<file path="config.mk">
export PLATFORM = sky130hd
export DESIGN_NAME = ppu_sprite_eval
export DESIGN_NICKNAME = d
export VERILOG_FILES = /design/src/rtl/ppu_sprite_eval.sv
export SDC_FILE = /design/constraint.sdc
export NUM_CORES = 1
export LEC_CHECK = 0
export ABC_CLOCK_PERIOD_IN_PS = 2900
export CAP_MARGIN = 20
export CORE_UTILIZATION = 53
export DETAILED_ROUTE_END_ITERATION = 8
export PLACE_DENSITY = 0.76
export SLEW_MARGIN = 20
export SYNTH_ARGS = -nofsm -noshare
export SYNTH_HDL_FRONTEND = slang
export SYNTH_SLANG_ARGS = --single-unit
</file>
<file path="constraint.sdc">
create_clock -name clk_25mhz -period 2.9 [get_ports clk_25mhz]
set_input_delay 0.29 -clock clk_25mhz [delete_from_list [all_inputs] [get_ports clk_25mhz]]
set_output_delay 0.29 -clock clk_25mhz [all_outputs]
set_load 0.05 [all_outputs]
</file>
<file path="src/rtl/ppu_sprite_eval.sv">
// ppu_sprite_eval: per-scanline OAM scan for the first NUM_SLOTS sprites, pattern fetch,
// and one-hot loading of the sprite pixel generators over a shared bus.
module ppu_sprite_eval #(
   parameter int NUM_SLOTS   = 8,
   parameter int OAM_ENTRIES = 64
) (
   input  logic                 clk_25mhz,
   input  logic                 rst,
   input  logic                 start,
   input  logic [7:0]           scanline,
   input  logic                 sprite_size,
   input  logic                 pattern_base,
   output logic [7:0]           oam_addr,
   input  logic [7:0]           oam_data,
   output logic                 vram_rd,
   output logic [12:0]          vram_addr,
   input  logic [7:0]           vram_data,
   output logic                 busy,
   output logic                 done,
   output logic                 sprite_overflow,
   output logic                 sprite0_on_line,
   output logic [NUM_SLOTS-1:0] load_slot,
   output logic [7:0]           spr_xpos,
   output logic [7:0]           spr_attr,
   output logic [7:0]           spr_line0,
   output logic [7:0]           spr_line1
);
   localparam int CW = $clog2(NUM_SLOTS + 1);
   localparam int IW = $clog2(NUM_SLOTS);
   localparam int NW = $clog2(OAM_ENTRIES);

   typedef enum logic [2:0] {IDLE, SCAN_Y, SCAN_CHK, SCAN_ATTR, FETCH_LO, FETCH_HI, LOAD, DONE} state_t;
   state_t state, next;

   logic [NW-1:0] n;
   logic [1:0]    k;
   logic [CW-1:0] cnt;
   logic [IW-1:0] i;
   logic [7:0]    line_q, lo_q, oam_addr_q;
   logic          size_q, pb_q;
   logic [12:0]   vram_addr_q;
   logic [7:0]    tile_b [NUM_SLOTS];
   logic [7:0]    attr_b [NUM_SLOTS];
   logic [7:0]    x_b    [NUM_SLOTS];
   logic [3:0]    dy_b   [NUM_SLOTS];

   logic [7:0]  delta, tile, attr;
   logic [3:0]  dy, row;
   logic        hit, full, last_n, last_i, filled, next_filled, plane, ld;
   logic [12:0] fetch_addr;

   // delta wraps mod 256, so sprites just above line 0 never falsely hit
   assign delta       = line_q - oam_data;
   assign hit         = (delta < (size_q ? 8'd16 : 8'd8)) && (oam_data < 8'hF0);
   assign full        = cnt == CW'(NUM_SLOTS);
   assign last_n      = n == NW'(OAM_ENTRIES - 1);
   assign last_i      = i == IW'(NUM_SLOTS - 1);
   assign filled      = CW'(i) < cnt;
   assign next_filled = CW'(i) + CW'(1) < cnt;
   assign tile        = tile_b[i];
   assign attr        = attr_b[i];
   assign dy          = dy_b[i];
   assign row         = attr[7] ? (size_q ? 4'd15 : 4'd7) - dy : dy;
   assign plane       = state == FETCH_HI;
   assign fetch_addr  = size_q ? {tile[0], tile[7:1], row[3], plane, row[2:0]}
                               : {pb_q, tile, plane, row[2:0]};

   always_ff @(posedge clk_25mhz)
      state <= rst ? IDLE : next;

   always_comb begin
      next = state;
      case (state)
         IDLE:      next = start ? SCAN_Y : IDLE;
         SCAN_Y:    next = SCAN_CHK;
         SCAN_CHK:  next = (hit && !full) ? SCAN_ATTR
                         : (hit || last_n) ? (cnt != '0 ? FETCH_LO : LOAD) : SCAN_Y;
         SCAN_ATTR: next = k != 2'd2 ? SCAN_ATTR : last_n ? FETCH_LO : SCAN_Y;
         FETCH_LO:  next = FETCH_HI;
         FETCH_HI:  next = LOAD;
         LOAD:      next = last_i ? DONE : next_filled ? FETCH_LO : LOAD;
         default:   next = IDLE;
      endcase
   end

   // OAM reads are pipelined: Y at SCAN_Y, then tile/attr/X addresses on the following cycles
   always_comb begin
      ld        = state == LOAD;
      busy      = state inside {SCAN_Y, SCAN_CHK, SCAN_ATTR, FETCH_LO, FETCH_HI, LOAD};
      done      = state == DONE;
      vram_rd   = state inside {FETCH_LO, FETCH_HI};
      load_slot = ld ? NUM_SLOTS'(1) << i : '0;
      spr_xpos  = ld ? (filled ? x_b[i] : 8'hFF) : 8'h00;
      spr_attr  = ld && filled ? attr : 8'h00;
      spr_line0 = ld && filled ? lo_q : 8'h00;
      spr_line1 = ld && filled ? vram_data : 8'h00;
      oam_addr  = state == SCAN_Y ? 8'({n, 2'b00})
                : state == SCAN_CHK ? 8'({n, 2'b01})
                : (state == SCAN_ATTR && k != 2'd2) ? 8'({n, 2'b10 | k}) : oam_addr_q;
      vram_addr = vram_rd ? fetch_addr : vram_addr_q;
   end

   always_ff @(posedge clk_25mhz) begin
      if (rst) begin
         n               <= '0;
         k               <= '0;
         cnt             <= '0;
         i               <= '0;
         line_q          <= '0;
         size_q          <= 1'b0;
         pb_q            <= 1'b0;
         lo_q            <= '0;
         oam_addr_q      <= '0;
         vram_addr_q     <= '0;
         sprite_overflow <= 1'b0;
         sprite0_on_line <= 1'b0;
      end else begin
         oam_addr_q  <= oam_addr;
         vram_addr_q <= vram_addr;
         case (state)
            IDLE: if (start) begin
               line_q          <= scanline;
               size_q          <= sprite_size;
               pb_q            <= pattern_base;
               cnt             <= '0;
               n               <= '0;
               sprite_overflow <= 1'b0;
               sprite0_on_line <= 1'b0;
            end
            SCAN_CHK: begin
               k <= '0;
               i <= '0;
               if (hit && full) sprite_overflow <= 1'b1;
               if (hit && !full) begin
                  dy_b[cnt[IW-1:0]] <= delta[3:0];
                  if (n == '0) sprite0_on_line <= 1'b1;
               end else n <= n + 1'b1;
            end
            SCAN_ATTR: begin
               k <= k + 1'b1;
               if (k == 2'd0) tile_b[cnt[IW-1:0]] <= oam_data;
               if (k == 2'd1) attr_b[cnt[IW-1:0]] <= oam_data;
               if (k == 2'd2) begin
                  x_b[cnt[IW-1:0]] <= oam_data;
                  cnt              <= cnt + 1'b1;
                  n                <= n + 1'b1;
               end
            end
            FETCH_HI: lo_q <= vram_data;
            LOAD:     i <= i + 1'b1;
            default: ;
         endcase
      end
   end
endmodule

</file>
## Word level (Yosys, flattened, before mapping)

Memory sizes are Yosys's and may differ from the RTL's. A register that Yosys moved wholly into a read port is not among the register bits.
Cells that the tools add are included.

- Flip-flop bits (word level): 59
- Bits in latches: 0
- Memory bits (writable): 224
- Memory bits (read-only): 0
- Input bits: 29
- Output and inout port bits: 66
- Logic and storage cells: 133
- Memories kept: 4

Memories:

| memory | depth | bits a word | read ports | clocked after Yosys merged registers in | wr ports | RTL line | RTL |
|---|---|---|---|---|---|---|---|
| attr_b | 8 | 8 | 1 | 1 | 1 | 43 | `logic [7:0] attr_b [NUM_SLOTS];` |
| tile_b | 8 | 8 | 1 | 1 | 1 | 42 | `logic [7:0] tile_b [NUM_SLOTS];` |
| x_b | 8 | 8 | 1 | 1 | 1 | 44 | `logic [7:0] x_b [NUM_SLOTS];` |
| dy_b | 8 | 4 | 1 | 1 | 1 | 45 | `logic [3:0] dy_b [NUM_SLOTS];` |

- Add/subtract/negate cells: 7
- Multiply operators: 0
- Divide/modulo/power cells: 0
- $lt $le $gt $ge: 4
- Equality and inequality tests: 19
- Shift operators: 1
- Multiplexer cells: 62
- Bitwise logic cells: 0
- Reductions and logical operators: 23

Operators with widths:

| cell | count |
|---|---|
| 8-bit 2-to-1 mux | 9 |
| 3-bit 2-to-1 mux | 12 |
| 13-bit 2-to-1 mux | 2 |
| 1-bit 2-to-1 mux | 21 |
| 3-bit case mux with 7 select lines | 1 |
| 6-bit 2-to-1 mux | 3 |
| 6-bit case mux with 3 select lines | 1 |
| 4-bit 2-to-1 mux | 4 |
| 3-bit equality test (second input constant) | 5 |
| 2-bit nonzero test | 5 |
| 8-bit by 5-bit less-than comparator with 1-bit output | 1 |
| 8-bit less-than comparator (second input constant) | 1 |
| 2-bit inequality test (second input constant) | 4 |
| 4-bit case mux with 2 select lines | 1 |
| 4-bit AND reduction | 2 |
| 1-bit by 3-bit left shift with 8-bit output (first input constant) | 1 |
| 8-bit subtractor | 1 |
| 6-bit by 1-bit adder with 6-bit output (second input constant) | 1 |
| 3-bit by 2-bit equality test with 1-bit output (second input constant) | 2 |
| 6-bit equality test (second input constant) | 1 |
| 6-bit logical NOT | 1 |
| 2-bit 2-to-1 mux | 3 |
| 2-bit by 1-bit inequality test with 1-bit output (second input constant) | 3 |
| 3-bit case mux with 2 select lines | 1 |
| other kinds (24) | 30 |

## Logic depth before layout (Yosys ltp)

- Depth after elaboration: 8
- Depth in mapped cells: 14
- Gate-level depth less buffers: 13

## Worst setup path after synthesis

OpenSTA, ideal clock, no wires.

- Path kind: register to register
- Start point: register line_q[0]
- End point: memory dy_b[4][0], enable pin
- Library setup time: 0.329 ns
- Arrival: 2.659 ns
- Data required time: 2.571 ns
- Setup slack: -0.088 ns
- Stages on the path, launching flop included: 15
- Buffers on the path: 1
- Period minus slack after synthesis: 2.988 ns
- Cell sequence: dfxtp_1 -> inv_1 -> ha_1 -> fa_1 -> nor2b_1 -> o31a_1 -> a21oi_1 -> ha_1 -> a221o_1 -> nor3_1 -> and3_1 -> and3_2 -> buf_6 -> nand3_2 -> nor2_1

- Longest elaborated chain between the ends: 8

RTL lines:

| element | RTL line | RTL |
|---|---|---|
| from (decl) | 39 | `logic [7:0] line_q, lo_q, oam_addr_q;` |
| from (signal assigned) | 122 | `line_q <= scanline;` |
| 8-bit subtractor | 53 | `assign delta = line_q - oam_data;` |
| 8-bit by 5-bit less-than comparator with 1-bit output | 54 | `assign hit = (delta < (size_q ? 8'd16 : 8'd8)) && (oam_data < 8'hF0);` |
| 1-bit logical AND | 54 |  |
| 1-bit logical AND | 134 | `if (hit && !full) begin` |
| 1-bit 2-to-1 mux | 134 |  |
| 1-bit 2-to-1 mux | 120 | `case (state)` |
| 1-bit 2-to-1 mux | 104 | `if (rst) begin` |
| 1-bit 2-to-1 mux (not written as such) | 135 | `dy_b[cnt[IW-1:0]] <= delta[3:0];` |
| to (decl) | 45 |  |

Every way passes these cells.

## Final worst setup path

- Start point: register line_q[0]
- End point: register state[2]

- Longest elaborated chain between the ends: 7
- Elaborated cells on any way between the ends: 8
- Classes of those cells: add/sub (1); order compare (1); mux (3); reduce/logical (3)

RTL lines:

| element | RTL line | RTL |
|---|---|---|
| 8-bit subtractor * | 53 |  |
| 8-bit by 5-bit less-than comparator with 1-bit output * | 54 |  |
| 1-bit logical AND * | 54 |  |
| 1-bit logical OR | 77 | `: (hit \|\| last_n) ? (cnt != '0 ? FETCH_LO : LOAD) : SCAN_Y;` |
| 3-bit 2-to-1 mux | 77 |  |
| 3-bit 2-to-1 mux * | 76 | `SCAN_CHK: next = (hit && !full) ? SCAN_ATTR` |
| 3-bit case mux with 7 select lines * | 73 | `case (state)` |
| to (signal assigned) | 69 | `state <= rst ? IDLE : next;` |
| to (decl) | 33 | `state_t state, next;` |

Every way passes the cells marked *; elsewhere a longest branch is shown, timed or not.
A chain may end at the register's enable or synchronous reset.

==> results.ini <==
[status]
status = completed

[synthesis]
seq_area_frac_synth_pct = 65.2
ys_warn_count = 0
syn_area_um2 = 12200
syn_inst = 857
synth_nets = 913
synthArstFlopShare_pct = 0
synth-edff-count = 224
synth.distinct_cells = 55
synth_seq_cells = 286
synth_ff_type = edfxtp_1
avgSynthCellArea_um2 = 14.3

[setup_path]
rrSetupSlack_ns = 0.06
arrival_ns = 3.28
crit_type = register to register
worst_path_max_delay_cell = fa_2
cp.required_ns = 3.34
worstSetupEndpointType = register
crit_chain = inv_2, ha_4, fa_2, nor2b_2, o31a_1, a21oi_1, ha_2, nand3_2, a311oi_2, nor4_2, and3_4, buf_4, and3_1, o31a_1
critPathMaxStageDelay_ns = 0.35
cpMostUsedCell = o31a_1
cp_num_buf_inv = 2
crit_path_start_kind = register
path_delay_family = adder cells
rr_startpoint = line_q[0]$_SDFFE_PP0P_
worstReg2RegEnd = state[2]$_SDFF_PP0_
path_max_fanout = 11
r2r_cells = 14

[power]
totalPowerFinal_mw = 8.75
power_leakage_nw = 5.41
p_per_area_nw_per_um2 = 563
ir_worst_vdd_mv = 0.392

[floorplanning]
die_h_um = 154
die_area_um2 = 23700
ios = 95
num_rows = 55
start_util_pct = 54.0
die_x_um = 154
core-area_um2 = 22600

[min_path]
whs_path_depth = 3
holdPathEnd = line_q[1]$_SDFFE_PP0P_
min_from = scanline[1]
holdCritPathClass = input pin to register

[final_layout]
layout-drive-gt1-share_pct = 27.7
multi_input_area_um2 = 4090
num-fill-cells = 1454
seqCellArea_um2 = 7980
stdcell_area_um2 = 15500
area_growth_pct = 27.1
final_nets = 1075

[grt]
grt_pass1_wl_um = 44200
grt_max_degree = 29
antenna_found_initial = 1
gr-usage-all-layers_pct = 24.8
grt_pass1_vias = 7817
grt-ovfl-total = 0

[job]
drv_cap = 0

[place]
gp_congestion = 0.850
placed_cell_area_um2 = 14400
io_buffers = 94
dp_hpwl_um = 18900

[clocking]
clockBufferDepth = 3
htree_levels = 1
ctsRootBufferMaster = clkbuf_16
cts_tree = done
hold_buffers = 0
insertion_delay_ns = 0.55
cts_made_buffers = 28
cts_sinks = 286
path_clk_slew_ns = 0.07

[timing]
worst_pin_slew_ns = 0.578
finalCriticalPeriod_ns = 2.84
fin_crit_sh_pct = 98.0
relSlewSlack_pct = 61.4
slew_viol_final = 0
rsz0062_at_grt = true
hold-worst-slack_ns = 0.286
timing.fmax_mhz = 352
fin_skew_ns = 0.0150
setup_violations = 0
hold_violations = 0

[route]
drtIter0Drc = 653
vias = 7795
wirelength_um = 29100
avgRoutedWirePerCell_um = 21.9
drt-pass1-iter-count = 8
drt-vias-per-instance = 5.87
post-route-drc-count = 0
ant_nets = 0

-- state kept, by name, summed over array words and instances, names as in the netlist, 6 cells and up, named ones only --
name / cells
tile_b: 64
attr_b: 64
vram_addr_q: 13
line_q: 8
x_b: 64
dy_b: 32
lo_q: 8
oam_addr_q: 8
n: 6
-- placed cells by master (no fill, tap or decap), types with 24 or more instances in the layout --
cell type	instances
a21oi_1	49
and3_1	31
buf_12	46
buf_4	91
clkbuf_16	29
clkdlybuf4s50_1	33
dfxtp_1	57
edfxtp_1	224
ha_1	24
inv_1	26
mux2i_1	27
mux4_2	56
nand2_1	73
nand3_1	29
nor2_1	52
-- per-layer routing --
layer,up-vias,track usage (%),wire (um)
li1,3560,-,-
met1,3884,30.9,11300
met2,287,43.3,15000
met3,64,3.92,1890
met4,0,10.0,881
met5,-,0,0
-- cells by family (layout without fill, tap and decap cells) --
family / after synthesis / in the layout / share of synthesized area, %
and+or+nand+nor: 267 / 267 / 10.6
AOI/OAI and AO/OA: 105 / 105 / 4.96
buffers and inverters: 74 / 258 / 2.63
adders and majority gates: 27 / 27 / 2.82
other: 0 / 1 / 0
xor gates and xnor gates: 8 / 8 / 0.573
DFF: 286 / 286 / 65.2
muxes: 90 / 90 / 13.3
-- Yosys cell counts (all sizes together), types with 4 or more instances --
library cell / instances / area [um2]
nor3: 15 / 75.1
inv: 29 / 109
ha: 26 / 325
mux2: 5 / 56.3
nand4: 6 / 37.5
nor2b: 5 / 31.3
and3: 32 / 201
dfxtp: 62 / 1240
nand2: 74 / 278
o211ai: 4 / 30.0
nand3: 31 / 160
mux2i: 29 / 303
nor2: 64 / 240
mux4: 56 / 1260
buf: 16 / 104
o21ai: 30 / 154
xnor2: 7 / 61.3
a21oi: 50 / 254
nand2b: 6 / 37.5
edfxtp: 224 / 6730
and2: 20 / 125
clkbuf: 29 / 109
-- tightest hold or removal path, delay by kind of cell --
| kind | cells | cell delay (ns) |
|---|---|---|
| compound gates | 1 | 0.05 |
| simple gates | 1 | 0.05 |
| buf+inv | 1 | 0.39 |
-- through the flow --
step / setup TNS (ns) / util [%] / std cells / worst slack (ns)
CTS: -0.00343 / 68.2 / 1320 / -0.00343
global route: -1.08 / 68.7 / 1326 / -0.0547
detailed placement: -24.53 / 63.7 / 1266 / -0.649
global placement: -23.58 / 63.7 / 1266 / -0.619
finish: 0 / 68.7 / 1327 / 0.0566
floorplan: 0 / - / 857 / 0.00521
-- cell type report --
cell class	instances	area share (%)
diodes	1	0.0161
multi-input cells	497	26.3
flip-flops and latches	286	51.3
clock inverters	16	1.33
repair buffers	177	13.2
clock buffers	36	4.89
inverters	29	0.700
well taps	285	2.29
-- repair_timing --
action / in CTS / in global routing
resized for setup: 9 / 14
pin swaps: 0 / 3
setup endpoints to repair: 64 / 57
gates cloned: 0 / 1
setup buffers: 2 / 5
-- worst max-delay path by stage --
stage / from / endpoint / depth (start not counted)
floorplan: line_q[0]$_SDFFE_PP0P_ / dy_b[0][0]$_DFFE_PP_ / 14
global placement: oam_data[2] / dy_b[0][3]$_DFFE_PP_ / 13
detailed placement: oam_data[2] / dy_b[0][1]$_DFFE_PP_ / 13
CTS: register / vram_addr[12] / 6
global route: line_q[0]$_SDFFE_PP0P_ / dy_b[0][0]$_DFFE_PP_ / 14
finish: line_q[0]$_SDFFE_PP0P_ / state[2]$_SDFF_PP0_ / 14
-- power breakdown --
group	switching, mW	leakage [nW]	internal, mW
clock	1.56	0.467	2.22
sequential	0.0218	2.52	4.45
combinational	0.298	2.43	0.196
Note: power is estimated with default switching activity, not from simulation.
==> patch 1: new RTL, same flow settings <==
Add an input register stage for `start`, `scanline`, `sprite_size`, `pattern_base`, `oam_data` and `vram_data`, without a reset; this delays them by one clock.
--- a/src/rtl/ppu_sprite_eval.sv
+++ b/src/rtl/ppu_sprite_eval.sv
@@ -30,6 +30,23 @@
    localparam int NW = $clog2(OAM_ENTRIES);
 
    typedef enum logic [2:0] {IDLE, SCAN_Y, SCAN_CHK, SCAN_ATTR, FETCH_LO, FETCH_HI, LOAD, DONE} state_t;
+
+   logic start_q;
+   logic [7:0] scanline_q;
+   logic sprite_size_q;
+   logic pattern_base_q;
+   logic [7:0] oam_data_q;
+   logic [7:0] vram_data_q;
+
+   always_ff @(posedge clk_25mhz) begin
+      start_q        <= start;
+      scanline_q     <= scanline;
+      sprite_size_q  <= sprite_size;
+      pattern_base_q <= pattern_base;
+      oam_data_q     <= oam_data;
+      vram_data_q    <= vram_data;
+   end
+
    state_t state, next;
 
    logic [NW-1:0] n;
@@ -50,8 +67,8 @@
    logic [12:0] fetch_addr;
 
    // delta wraps mod 256, so sprites just above line 0 never falsely hit
-   assign delta       = line_q - oam_data;
-   assign hit         = (delta < (size_q ? 8'd16 : 8'd8)) && (oam_data < 8'hF0);
+   assign delta       = line_q - oam_data_q;
+   assign hit         = (delta < (size_q ? 8'd16 : 8'd8)) && (oam_data_q < 8'hF0);
    assign full        = cnt == CW'(NUM_SLOTS);
    assign last_n      = n == NW'(OAM_ENTRIES - 1);
    assign last_i      = i == IW'(NUM_SLOTS - 1);
@@ -71,7 +88,7 @@
    always_comb begin
       next = state;
       case (state)
-         IDLE:      next = start ? SCAN_Y : IDLE;
+         IDLE:      next = start_q ? SCAN_Y : IDLE;
          SCAN_Y:    next = SCAN_CHK;
          SCAN_CHK:  next = (hit && !full) ? SCAN_ATTR
                          : (hit || last_n) ? (cnt != '0 ? FETCH_LO : LOAD) : SCAN_Y;
@@ -93,7 +110,7 @@
       spr_xpos  = ld ? (filled ? x_b[i] : 8'hFF) : 8'h00;
       spr_attr  = ld && filled ? attr : 8'h00;
       spr_line0 = ld && filled ? lo_q : 8'h00;
-      spr_line1 = ld && filled ? vram_data : 8'h00;
+      spr_line1 = ld && filled ? vram_data_q : 8'h00;
       oam_addr  = state == SCAN_Y ? 8'({n, 2'b00})
                 : state == SCAN_CHK ? 8'({n, 2'b01})
                 : (state == SCAN_ATTR && k != 2'd2) ? 8'({n, 2'b10 | k}) : oam_addr_q;
@@ -118,10 +135,10 @@
          oam_addr_q  <= oam_addr;
          vram_addr_q <= vram_addr;
          case (state)
-            IDLE: if (start) begin
-               line_q          <= scanline;
-               size_q          <= sprite_size;
-               pb_q            <= pattern_base;
+            IDLE: if (start_q) begin
+               line_q          <= scanline_q;
+               size_q          <= sprite_size_q;
+               pb_q            <= pattern_base_q;
                cnt             <= '0;
                n               <= '0;
                sprite_overflow <= 1'b0;
@@ -138,15 +155,15 @@
             end
             SCAN_ATTR: begin
                k <= k + 1'b1;
-               if (k == 2'd0) tile_b[cnt[IW-1:0]] <= oam_data;
-               if (k == 2'd1) attr_b[cnt[IW-1:0]] <= oam_data;
+               if (k == 2'd0) tile_b[cnt[IW-1:0]] <= oam_data_q;
+               if (k == 2'd1) attr_b[cnt[IW-1:0]] <= oam_data_q;
                if (k == 2'd2) begin
-                  x_b[cnt[IW-1:0]] <= oam_data;
+                  x_b[cnt[IW-1:0]] <= oam_data_q;
                   cnt              <= cnt + 1'b1;
                   n                <= n + 1'b1;
                end
             end
-            FETCH_HI: lo_q <= vram_data;
+            FETCH_HI: lo_q <= vram_data_q;
             LOAD:     i <= i + 1'b1;
             default: ;
          endcase
Check against the original RTL: not equivalent (a bounded check fails within 4 cycles, from zero or initial values and one cycle with rst high).
==> patch 1 against the original RTL <==
  * Area after synthesis up 4.2%
  * Power up 11%
  * Setup slack worse by 0.053 ns
  * Clock power up 17%
  * Die area up 4.2%
  * Design area up 3.9%
  * Routed wire length down 4.0%
  * Sequential cell count up 27
  * Critical endpoint is now dy_b[0][1]
==> patch 1: results (changes against the original RTL) <==
[status] result of the run completed
[synthesis] Cell variety after synth 60 [+9.1%]
[detailed_routing] wire length reported by the detailed router 27900 µm [-4.0%]
[placement] number of cells in the design after placement 1304 [+3.0%]
[timing] worst-case clock skew 0.0108 ns [-0.00414 ns]
[clock_tree] buffer count from post-CTS setup fixing 3 [+1]
[worst_setup_path] Crit path largest cell delay 0.38 ns [+0.03 ns]
[worst_setup_path] worst-path maximum fanout 8 [-3]
[timing] worst slew margin relative to its limit 47.6% [-14 points]
[placement] Placed Area 14800 µm² [+2.7%]
[synthesis] xor and xnor area share after synthesis 0.618% [+0.045 points]
[placement] post-placement setup slack -0.199 ns [+0.450 ns]
[worst_setup_path] number of cells on the worst reg-to-reg path 13 [-1]
[worst_setup_path] signal arrival time at the worst endpoint 3.16 ns [-0.12 ns]
[worst_setup_path] crit path to dy_b[0][1]
[clock_tree] hold_buf cts 1 [+1]
[synthesis] Syn Area/Cell 14.6 µm² [+2.3%]
[detailed_routing] Met3 Wirelength 1580 µm [-16%]
[synthesis] top area cells in the synthesized netlist edfxtp_1, dfxtp_1, mux4_2
[global_route] first-pass GRT wire length 43000 µm [-2.7%]
[synthesis] sequential fraction of the synthesis area 66.8% [+1.6 points]
[worst_hold_path] cell depth of the worst min-delay path 1 [-2]
[worst_setup_path] cell type group with the largest total delay on the critical path simple AND/OR/NAND/NOR gates
[placement] gpl congestion 0.850 [about the same]
[synthesis] adder-cell share of the synthesized area 2.71% [-0.12 points]
[detailed_routing] vias per cell 5.61 [-4.4%]
[detailed_routing] detailed-route wire length on metal 1 11000 µm [-2.9%]
-- patch 1: changes by cell type in the layout (fill, tap and decap cells not counted), moves of 6 or more --
cell,unedited run,this run
a21oi_1,49,55
and2_1,20,2
buf_4,91,79
dfxtp_1,57,78
nor2b_1,3,24
o21ai_0,11,5
o21ai_1,15,21
-- patch 1: worst min-delay path by stage --
| stage | end | slack [ns] |
|---|---|---|
| 6_report | oam_data_q[3] | 0.17 |
| 5_1_grt | oam_data_q[2] | 0.15 |
| 4_1_cts | vram_data_q[5] | 0.15 |
| 3_5_place_dp | line_q[4] | 0.43 |
| 3_3_place_gp | line_q[3] | 0.42 |
| 2_1_floorplan | oam_data_q[0] | 0.32 |
-- patch 1: worst reg2reg max path, cell delays in order, from the launching register on --
cell	delay [ns]
dfxtp_2	0.33
inv_2	0.04
ha_4	0.15
fa_2	0.38
nor2b_4	0.13
o31a_2	0.16
a21oi_2	0.04
ha_2	0.17
a21oi_2	0.09
o211ai_1	0.11
nor4_2	0.31
nand3_2	0.12
or2_4	0.36
nor2_4	0.21
-- patch 1: area by class of cell --
cell class | count | area (µm²)
diodes | 1 | 2.50
clock buffers | 41 | 885
clock inverters | 17 | 277
fillers | 1582 | 7390
inverters | 30 | 115
multi-input cells | 486 | 4020
flip-flops and latches | 313 | 8530
well taps | 319 | 399
repair buffers | 164 | 1920
-- patch 1: power groups by stage --
stage	clock network [W]	logic (W)	registers [W]
2_1_floorplan	0	0.000228	0.00497
3_3_place_gp	0	0.000386	0.00497
3_5_place_dp	0	0.000397	0.00497
4_1_cts	0.00450	0.000402	0.00487
5_1_grt	0.00467	0.000452	0.00487
6_report	0.00444	0.000412	0.00487
==> patch 2: new RTL, same flow settings <==
Without the edit above. The parameter `NUM_SLOTS` goes from 8 to 16.
--- a/src/rtl/ppu_sprite_eval.sv
+++ b/src/rtl/ppu_sprite_eval.sv
@@ -1,7 +1,7 @@
 // ppu_sprite_eval: per-scanline OAM scan for the first NUM_SLOTS sprites, pattern fetch,
 // and one-hot loading of the sprite pixel generators over a shared bus.
 module ppu_sprite_eval #(
-   parameter int NUM_SLOTS   = 8,
+   parameter int NUM_SLOTS   = 16,
    parameter int OAM_ENTRIES = 64
 ) (
    input  logic                 clk_25mhz,
Interface: changed (resized load_slot); port bits go from 95 to 103. No check against the original RTL was run, so the function may have changed too.
==> patch 2 against the original RTL <==
  * The run now ends with negative setup slack left
  * Power rose by 74%
  * Area after synthesis rose by 73%
  * Design area rose by 70%
  * Via count rose by 62%
  * Sequential share of layout area rose by 4.6 points
  * Sequential cell count rose by 227
  * Setup slack got worse by 0.69 ns
  * Routed wire length rose by 95%
  * Critical path type unchanged
  * Largest cell class unchanged
==> patch 2: results (changes against the original RTL) <==
[status] result of the run finished with violations
[status] violations in the final reports negative setup slack
[clock_tree] count of H-tree levels built during CTS 2 [+1]
[pwr] leakage dissipation 8.84 nW [+63%]
[cells_and_area] clk tree area frac 6.13% [-0.089 points]
[global_route] grt met1 use 37.1% [+6.1 points]
[cells_and_area] area occupied by registers 14800 µm² [+85%]
[clock_tree] Num Clock Sinks 513 [+79%]
[placement] post-DP HPWL 33900 µm [+79%]
[floorplanning] die span in x 202 µm [+31%]
[worst_setup_path] Crit path largest cell delay 0.38 ns [+0.03 ns]
[clock_tree] CTS buffer count 50 [+79%]
[placement] post-placement setup slack -0.721 ns [-0.0721 ns]
[placement] total of buffers placed on input and output ports 102 [+8.5%]
[synthesis] top area cells in the synthesized netlist edfxtp_1, mux4_2, dfxtp_1
[detailed_routing] post-DR wirelength/cell 27.5 µm [+26%]
[detailed_routing] vias per cell 6.13 [+4.3%]
[global_route] number of antenna violations at the first check in global routing 2 [+1]
[timing] Final Setup Violations 102 [+102]
[global_route] grt met3 use 7.00% [+3.1 points]
[worst_setup_path] cell type group with the largest total delay on the critical path simple AND/OR/NAND/NOR gates
[synthesis] sequential fraction of the synthesis area 69.9% [+4.8 points]
[detailed_routing] Met3 Wirelength 5590 µm [+200%]
[timing] final critical-path setup slack -0.634 ns [-0.690 ns]
[detailed_routing] met2 routed WL 27400 µm [+83%]
[synthesis] number of flops mapped to enable cells by yosys 448 [+100%]
[global_route] pin count of the biggest net entering global routing 49 [+69%]
[detailed_routing] detailed router's first-iteration violation count 1365 [+110%]
[global_route] total routing usage reported by global routing 27.9% [+3.2 points]
[pwr] Peak VDD IR 0.733 mV [+87%]
[timing] worst-case clock skew 0.0256 ns [+0.0107 ns]
[cells_and_area] count of placed standard cells in the final layout, fillers left out 2056 [+55%]
[global_route] vias in the first global route 12741 [+63%]
-- patch 2: changes by cell type in the layout (fill, tap and decap cells not counted), sizes merged, moves of 11 or more --
cell | unedited run | this run
nor2 | 64 | 133
nand2 | 74 | 100
edfxtp | 224 | 448
mux4 | 56 | 140
clkbuf | 37 | 65
o21ai | 30 | 18
and3 | 32 | 6
and2 | 20 | 37
mux2i | 29 | 3
buf | 140 | 245
clkinv | 7 | 18
-- patch 2: power by group --
group	switching (W)	internal (W)	leakage [nW]
sequential	0.0000190	0.00807	4.56
clock	0.00274	0.00373	0.790
combinational	0.000407	0.000209	3.50
total	0.00317	0.0120	8.84
-- patch 2: what timing repair did --
item | 4_1_cts | 5_1_grt
hold buffers | 3 | 0
resized for setup | 84 | 65
setup endpoints to repair | 119 | 129
gates cloned | 8 | 3
pin swaps | 19 | 18
endpoints found under the hold margin | 4 | 0
setup buffers | 19 | 21
-- patch 2: worst min path at each step --
stage | cells after the start | slack, ns | endpoint | startpoint
floorplan | 0 | 0.39 | attr_b[0][0] | oam_data[0]
global placement | 2 | 0.44 | lo_q[2] | lo_q[2]
detailed placement | 2 | 0.44 | lo_q[3] | lo_q[3]
CTS | 2 | 0.27 | attr_b[14][1] | oam_data[1]
global route | 2 | 0.28 | x_b[5][7] | oam_data[7]
finish | 2 | 0.28 | attr_b[14][1] | oam_data[1]
-- patch 2: cell families (layout without fill, tap and decap cells) --
kind of cell    Yosys count  after routing  synth area share (%)
xor+xnor                 10             10                 0.415
flops                   513            513                  69.9
buf+inv                  89            399                  1.93
compound gates          109            109                  3.22
fa+ha+maj                31             31                  1.87
other cells               0              1                     0
simple gates            326            326                  7.21
mux                     149            149                  15.4
